File: config.mk
export PLATFORM = sky130hd
export DESIGN_NAME = irq_sched
export DESIGN_NICKNAME = d
export VERILOG_FILES = /design/src/rtl/irq_sched.sv
export SDC_FILE = /design/constraint.sdc
export NUM_CORES = 1
export LEC_CHECK = 0
export ABC_AREA = 1
export CAP_MARGIN = 20
export CORE_UTILIZATION = 37
export DETAILED_ROUTE_END_ITERATION = 7
export PLACE_DENSITY = 0.72
export SLEW_MARGIN = 10
export SYNTH_ARGS = -nofsm -noshare
export SYNTH_HDL_FRONTEND = slang
export SYNTH_SLANG_ARGS = --single-unit
File: constraint.sdc
create_clock -name clk -period 1 [get_ports clk]
set_input_delay 0.25 -clock clk [delete_from_list [all_inputs] [get_ports clk]]
set_output_delay 0.25 -clock clk [all_outputs]
set_load 0.01 [all_outputs]
File: src/rtl/irq_sched.sv
// -----------------------------------------------------------------------------
// irq_sched -- interrupt scheduler in front of the single-cycle CPU.
//
// Turns N_SRC peripheral request lines into a single INT0 request. Rising
// edges on irq_src are captured in a pending register. One enabled pending
// source is chosen, and INT0 is held until the CPU acknowledges trap entry.
// Further requests are then blocked until the handler's mret retires.
//
// Optional feature: define IRQ_ROUND_ROBIN_EN for rotating priority. The
// search then starts one past the most recently acknowledged id. When the
// macro is left undefined, selection is fixed priority with bit 0 highest.
//
// Ports:
//   clk        in   system clock, all state updates on the rising edge
//   rst        in   synchronous, active-high reset
//   irq_src    in   [N_SRC] peripheral request lines, rising edge = request
//   irq_mask   in   [N_SRC] per-source enable, 1 = enabled
//   trap_ack   in   1-cycle pulse from CPU: interrupt trap taken
//   mret       in   high in the cycle the CPU executes mret
//   INT0       out  interrupt request to the CPU (registered)
//   irq_id     out  [ID_W] index of the source being requested or serviced
//   irq_busy   out  high whenever the scheduler is not idle (registered)
//   irq_pend   out  [N_SRC] raw pending register
//   spur_mret  out  sticky: mret seen outside SERVICE, cleared only by rst
// -----------------------------------------------------------------------------
module irq_sched #(
    parameter int N_SRC = 4,
    parameter int ID_W  = 3
) (
    input  logic             clk,
    input  logic             rst,
    input  logic [N_SRC-1:0] irq_src,
    input  logic [N_SRC-1:0] irq_mask,
    input  logic             trap_ack,
    input  logic             mret,
    output logic             INT0,
    output logic [ID_W-1:0]  irq_id,
    output logic             irq_busy,
    output logic [N_SRC-1:0] irq_pend,
    output logic             spur_mret
);

    typedef enum logic [1:0] {
        ST_IDLE    = 2'd0,
        ST_REQ     = 2'd1,
        ST_SERVICE = 2'd2
    } state_t;

    state_t           state_q, state_d;
    logic [N_SRC-1:0] src_q;
    logic [N_SRC-1:0] pend_q, pend_d;
    logic [ID_W-1:0]  id_q, id_d;
    logic             int0_q;
    logic             busy_q;
    logic             spur_q, spur_d;

    logic [N_SRC-1:0] edge_w;
    logic [N_SRC-1:0] cand_w;
    logic [N_SRC-1:0] id_oh_w;
    logic [N_SRC-1:0] clr_w;
    logic [ID_W-1:0]  sel_w;
    int               start_w;

`ifdef IRQ_ROUND_ROBIN_EN
    logic [ID_W-1:0]  last_id_q, last_id_d;
`endif

    // First set bit of vec, searching upward from index 'start' and wrapping.
    function automatic logic [ID_W-1:0] pick(input logic [N_SRC-1:0] vec,
                                             input int start);
        logic [ID_W-1:0]  sel;
        logic             found;
        logic [N_SRC-1:0] sh;
        int               idx;
        sel   = '0;
        found = 1'b0;
        for (int k = 0; k < N_SRC; k++) begin
            idx = (start + k) % N_SRC;
            sh  = vec >> idx;
            if (!found && sh[0]) begin
                sel   = ID_W'(idx);
                found = 1'b1;
            end
        end
        return sel;
    endfunction

    assign edge_w  = irq_src & ~src_q;
    assign cand_w  = pend_q & irq_mask;
    // One-hot form of the latched id avoids indexing an N_SRC vector with ID_W bits.
    assign id_oh_w = {{(N_SRC-1){1'b0}}, 1'b1} << id_q;

`ifdef IRQ_ROUND_ROBIN_EN
    assign start_w = (int'(last_id_q) + 1) % N_SRC;
`else
    assign start_w = 0;
`endif

    assign sel_w = pick(cand_w, start_w);

    always_comb begin
        state_d = state_q;
        id_d    = id_q;
        clr_w   = '0;
        // mret is only legitimate while a handler is in service; in REQ it is
        // spurious even when it coincides with trap_ack.
        spur_d  = spur_q | (mret & (state_q != ST_SERVICE));
`ifdef IRQ_ROUND_ROBIN_EN
        last_id_d = last_id_q;
`endif
        case (state_q)
            ST_IDLE: begin
                if (|cand_w) begin
                    state_d = ST_REQ;
                    id_d    = sel_w;
                end
            end
            ST_REQ: begin
                if (trap_ack) begin
                    state_d = ST_SERVICE;
                    clr_w   = id_oh_w;
`ifdef IRQ_ROUND_ROBIN_EN
                    last_id_d = id_q;
`endif
                end else if (!(|(irq_mask & id_oh_w))) begin
                    // Request withdrawn by masking; the pending bit is kept.
                    state_d = ST_IDLE;
                end
            end
            ST_SERVICE: begin
                if (mret) begin
                    state_d = ST_IDLE;
                end
            end
            default: state_d = ST_IDLE;
        endcase
        // A fresh edge in the clearing cycle re-pends the bit.
        pend_d = (pend_q & ~clr_w) | edge_w;
    end

    always_ff @(posedge clk) begin
        if (rst) begin
            state_q <= ST_IDLE;
            // Sampling the lines during reset suppresses a false edge from a
            // source that is held high through reset.
            src_q   <= irq_src;
            pend_q  <= '0;
            id_q    <= '0;
            int0_q  <= 1'b0;
            busy_q  <= 1'b0;
            spur_q  <= 1'b0;
`ifdef IRQ_ROUND_ROBIN_EN
            last_id_q <= '0;
`endif
        end else begin
            state_q <= state_d;
            src_q   <= irq_src;
            pend_q  <= pend_d;
            id_q    <= id_d;
            int0_q  <= (state_d == ST_REQ);
            busy_q  <= (state_d != ST_IDLE);
            spur_q  <= spur_d;
`ifdef IRQ_ROUND_ROBIN_EN
            last_id_q <= last_id_d;
`endif
        end
    end

    assign INT0      = int0_q;
    assign irq_id    = id_q;
    assign irq_busy  = busy_q;
    assign irq_pend  = pend_q;
    assign spur_mret = spur_q;

endmodule

# ---- Word level (Yosys, flattened, before mapping)
# Cells that the tools add are included.
dict set report totals {
  output_inout_bits 10
  reg_bits 16
  ramBits 0
  latch_bits 0
  in_bits 12
  rom_bits 0
  elab_cells 45
  memories 0
}
dict set report classes {
  magnitude_cmp 0
  muxes 13
  div_mod_pow 0
  n_reduce_logical 11
  n_shift 1
  n_eq_ne 4
  bitwise 9
  multipliers 0
  add_sub_neg 0
}
# cell count
set op_table {}
lappend op_table {{4-bit AND} 4}
lappend op_table {{2-bit two-way mux} 6}
lappend op_table {{4-bit two-way mux} 2}
lappend op_table {{4-bit NOT} 2}
lappend op_table {{4-bit OR reduction} 2}
lappend op_table {{2-bit case mux with 3 select lines} 1}
lappend op_table {{2-bit by 1-bit equality test with 1-bit output (second input constant)} 2}
lappend op_table {{1-bit two-way mux} 4}
lappend op_table {{4-bit OR} 1}
lappend op_table {{1-bit by 3-bit << shifter with 4-bit output (first input constant)} 1}
lappend op_table {{1-bit logical AND} 3}
lappend op_table {{1-bit zero test} 3}
lappend op_table {{2-bit equality test (second input constant)} 1}
lappend op_table {{2-bit zero test} 1}
lappend op_table {{2-bit inequality test (second input constant)} 1}
lappend op_table {{2-bit AND reduction} 1}
lappend op_table {{2-bit nonzero test} 1}
lappend op_table {{1-bit AND} 1}
lappend op_table {{1-bit OR} 1}

# ---- Longest topological paths before layout
dict set report logic_depth {
  word_depth 11
  mapped_depth 8
  ltp_nobuf 8
}

# ---- Worst setup path after synthesis
# No wires, ideal clock.
dict set report synth_path {
  path_kind {register to register}
  from {register id_q[1], in the netlist irq_id[1]}
  to {register busy_q, in the netlist irq_busy}
  t_arrival_ns 0.928
  stages_incl_launch_ff 8
  required_time_ns 0.888
  setup_slack_ns -0.040
  setup_time_ns 0.112
  path_buffers 0
  synth_period_minus_slack_ns 1.040
  cell_sequence {dfxtp_1 > inv_1 > nand3_1 > nand2_1 > o21ai_1 > nand2_1 > nand2_2 > nand2_2}
}
dict set report synth_via {
  elab_chain_len 7
}
# element line
set synth_lines {}
lappend synth_lines {{start: declaration} 52} ;# logic [ID_W-1:0] id_q, id_d;
lappend synth_lines {{start signal: assignment} 159} ;# id_q <= id_d;
lappend synth_lines {{1-bit by 3-bit << shifter with 4-bit output} 91} ;# assign id_oh_w = {{(N_SRC-1){1'b0}}, 1'b1} << id_q;
lappend synth_lines {{4-bit AND} 125} ;# end else if (!(|(irq_mask & id_oh_w))) begin
lappend synth_lines {{4-bit OR reduction} 125}
lappend synth_lines {{2-bit two-way mux} 125}
lappend synth_lines {{2-bit two-way mux} 119} ;# if (trap_ack) begin
lappend synth_lines {{2-bit case mux with 3 select lines} 111} ;# case (state_q)
lappend synth_lines {{2-bit nonzero test} 161} ;# busy_q <= (state_d != ST_IDLE);
lappend synth_lines {{end signal: assignment} 161}
lappend synth_lines {{end: declaration} 54} ;# logic busy_q;
# Every way passes these cells.
# A chain may end at the register's enable or synchronous reset.

# ---- Worst setup path in the final report
# Ends and elaborated chain as after synthesis.

==> results <==
- Across the run, the number of max-cap violations was 0.
- The synthesis-to-finish area growth is 65.08%.
- The final critical-path share of the clock period is 1.069.
- The detail-routed net length per standard cell is 10.69 µm.
- Using the TritonRoute via totals, the vias-per-cell ratio works out to 4.724.
- For this run, asynchronously set or reset flops after synthesis account for 0.
- STA classifies the critical path endpoint as a flip-flop.
- The area inside the core boundary is 1383 µm².
- The count of antenna-violating nets left after detailed routing is 0.
- Clock tree synthesis selected as its root buffer the cell clkbuf_4.
- Summing every instance area after synthesis gives 576.8 µm².
- For the worst setup path, the data required time is 1.19 ns.
- The fraction of the mapped netlist area in adder cells is 0.
- The post-synthesis average cell area is 7.301 µm².
- The critical path is of the reg -> reg type.
- By count the netlist is led by nand2_1, dfxtp_1, inv_1.
- The share of synthesized area in the top cell type comes to 0.5206.
- The clock passes through at most 2 buffers.
- The worst endpoint data arrival time is 1.26 ns.
- The starting density of the core is 0.4172.
- The final net count is 125.
- The minimum clock period is 1.069 ns.
- The number of buffers and inverters on the critical path is 2.
- The initial antenna violation count is 0.
- The peak ir drop on the vdd network is 0.9761 mV.
- The flow ran to the end, but the final reports show violations.
- The die outline width is 41.49 µm.
- After synthesis, the largest family of logic cells by area is simple AND/OR/NAND/NOR gates.
- The startpoint type of the worst setup path is a flip-flop.
- The number of standard cells after synthesis is 79.
- Among all flip-flop cells after synthesis, the most frequent one is dfxtp_1.
- Dividing total power by cell area gives a power density of 1455 nW/µm².
- The largest single stage delay on the critical path is 0.37 ns.
- At the end of the flow the core is filled with cells to 0.6887.
- The number of CTS-inserted buffers is 3.
- The critical path goes through buf_6 -> inv_4 -> nand3_2 -> nand2_1 -> o21ai_1 -> nand2_1 -> nand2_2 -> nand2_2.
- The floorplan step defined a die boundary enclosing 1721 µm².
- In the global route stage, overall resource usage came out at 0.1735.
- The maximum number of pins on one net before global-route repair is 10.
- Yosys attributes the largest share of cell area to dfxtp_1, nand2_1, inv_1.
- The remaining global-route overflow is 0.
- Counting flops and latches in the post-synthesis netlist gives 15.
- The multiplexer share of the synthesized area is 0.
- Of the total synthesized cell area, the portion taken by AND, OR, NAND and NOR gates is 0.2538.
- Setup repair after global routing could not meet its margin everywhere.
- The worst-skew pair later-pin latency is 0.29 ns.
- The area fraction in compound gates after synthesis is 0.1215.
- The repair_antennas step left the layout with diodes totalling 0.
- The CTS tree is yes.
- The number of distinct library cell variants in the gate-level netlist after synthesis is 13.
- The initialized floorplan defines 13 standard-cell rows.
- The checks that failed: negative setup slack.
- The largest total area in the synthesized netlist belongs to dfxtp_1.
- Across all layers, the routed design uses 600 vias.
- The clock slew at the register clock pins of the worst setup and hold paths is 0.09 ns.
- The part of the Yosys area used for sequential elements is 0.5206.
- The global placement routability congestion is 0.8848.
- Counting flops with a built-in enable in the synthesized netlist gives 0.
- The worst hold path class is in -> reg.
- The final routed wirelength across all metal layers is 1.357 mm.
- The reg-to-reg setup timing slack is -0.07 ns.
- The number of global-route vias before repair was 556.
- The first-pass GRT wire length is 2.228 mm.
- Along the worst path, the maximum fanout reaches 5.
- The hold violation total from the final report is 0.
- For this design, the sink count on the clock tree is 15.
- The number of detailed-route iterations in the first pass is 4.
- The final count of pins violating max slew is 0.
- Setup violations remaining at the end of the flow were counted as 6.
- The dominant cell by count in the synthesized netlist is nand2_1.
- The leakage power summed over all cells is 0.0004926 µW.
- For this run, the number of Yosys warnings is 0.
- The number of nets handed over by synthesis was 91.
- For this block, the initial DRC count from the detailed router was 18.
- The die extent in y is 41.49 µm.
- The kind of cell adding the most delay to the critical path is flip-flops.
- In the final layout, the share of cells above drive strength 1 is 0.3750.
- The wire-length estimate of the detail-placed layout is 977 µm.
- Of the total synthesized cell area, the portion taken by XOR and XNOR cells is 0.
- On the critical path, the stage with the largest delay is an instance of dfxtp_2.
- The H-tree depth is 1.
- The timing-limited maximum frequency is 935.1 MHz.
- The final worst clock skew is 0.005579 ns.
- The design draws 1385 µW.
- The I/O pin count is 22.
- The number of design rule violations left after detail routing is 0.
- Buffers placed on the I/O ports in this run total 20.
- After layout, the worst setup slack is -0.06939 ns.
==> per-stage QoR <==
stage | setup TNS (ns) | instances | area [µm²] | setup slack (ns) | hold slack (ns)
2_1_floorplan | 0 | 79 | 579.3 | 0.04364 | 0.2777
3_3_place_gp | -3.965 | 122 | 858.3 | -0.3346 | 0.4540
3_5_place_dp | -3.988 | 122 | 858.3 | -0.3583 | 0.4667
5_1_grt | -0.6621 | 127 | 952.2 | -0.1310 | 0.4225
4_1_cts | -0.1348 | 127 | 915.9 | -0.03213 | 0.4257
6_report | -0.2161 | 127 | 952.2 | -0.06939 | 0.4257
==> cell type report <==
type / count / area [µm²]
timing repair buffer: 30 / 285.3
clock inverter: 1 / 5.005
clock buffer: 3 / 22.52
inverter: 13 / 53.80
fill: 117 / 430.4
sequential: 15 / 309.0
multi-input combinational: 50 / 257.7
tap: 15 / 18.77
==> placed cells by master, fill, tap and decap left out <==
master	instances
buf_2	3
buf_6	12
nand2_4	2
conb_1	1
inv_4	2
dfxtp_1	8
inv_1	11
a21oi_1	7
nand2_2	5
nor2_1	4
dfxtp_2	7
clkinv_2	1
clkbuf_4	3
dlygate4sd2_1	4
nand3_2	3
o21ai_1	3
buf_4	4
nand3_1	4
nand2_1	16
clkdlybuf4s50_1	7
o21ai_0	4
nor3_1	1
==> per-layer routing <==
| layer | track usage | wire [µm] | share of wire | vias to the layer above |
|---|---|---|---|---|
| li1 | - | - | - | 315 |
| met1 | 0.1967 | 599 | 0.44 | 262 |
| met2 | 0.2875 | 655 | 0.48 | 19 |
| met3 | 0.03913 | 57 | 0.042 | 4 |
| met4 | 0.1161 | 44 | 0.032 | 0 |
| met5 | 0 | 0 | 0 | - |
==> sequential cells by signal, indices dropped and copies added, names as in the netlist <==
signal / cells
irq_id: 2
state_q: 2
spur_mret: 1
irq_pend: 4
irq_busy: 1
INT0: 1
src_q: 4
==> worst paths after layout <==
check,depth (start not counted),endpoint,from
hold reg to reg,2,spur_mret,spur_mret
hold / removal,1,src_q[1],irq_src[1]
setup / recovery,8,irq_busy,irq_id[1]
setup reg to reg,8,irq_busy,irq_id[1]
==> what timing repair did <==
item,in CTS,in global routing
setup endpoints to repair,17,14
pin swaps,9,2
resized for setup,65,7
setup buffers,1,0
hold buffers,0,0
endpoints found under the hold margin,0,0
==> worst register-to-register path, cell delays in order, from the launching register on <==
cell	delay [ns]
dfxtp_2	0.37
buf_6	0.13
inv_4	0.05
nand3_2	0.05
nand2_1	0.05
o21ai_1	0.13
nand2_1	0.08
nand2_2	0.08
nand2_2	0.04
==> cells by family (layout without fill, tap and decap cells) <==
group | Yosys count | in the layout
flops | 15 | 15
buf+inv | 14 | 47
simple gates | 35 | 35
compound gates | 14 | 14
other cells | 1 | 1
==> where the power goes <==
group	total (µW)	internal (µW)	switching, µW
clock network	348	149	199
logic	355	187	168
registers	682	652	30.1
(Power assumes the default switching activity.)
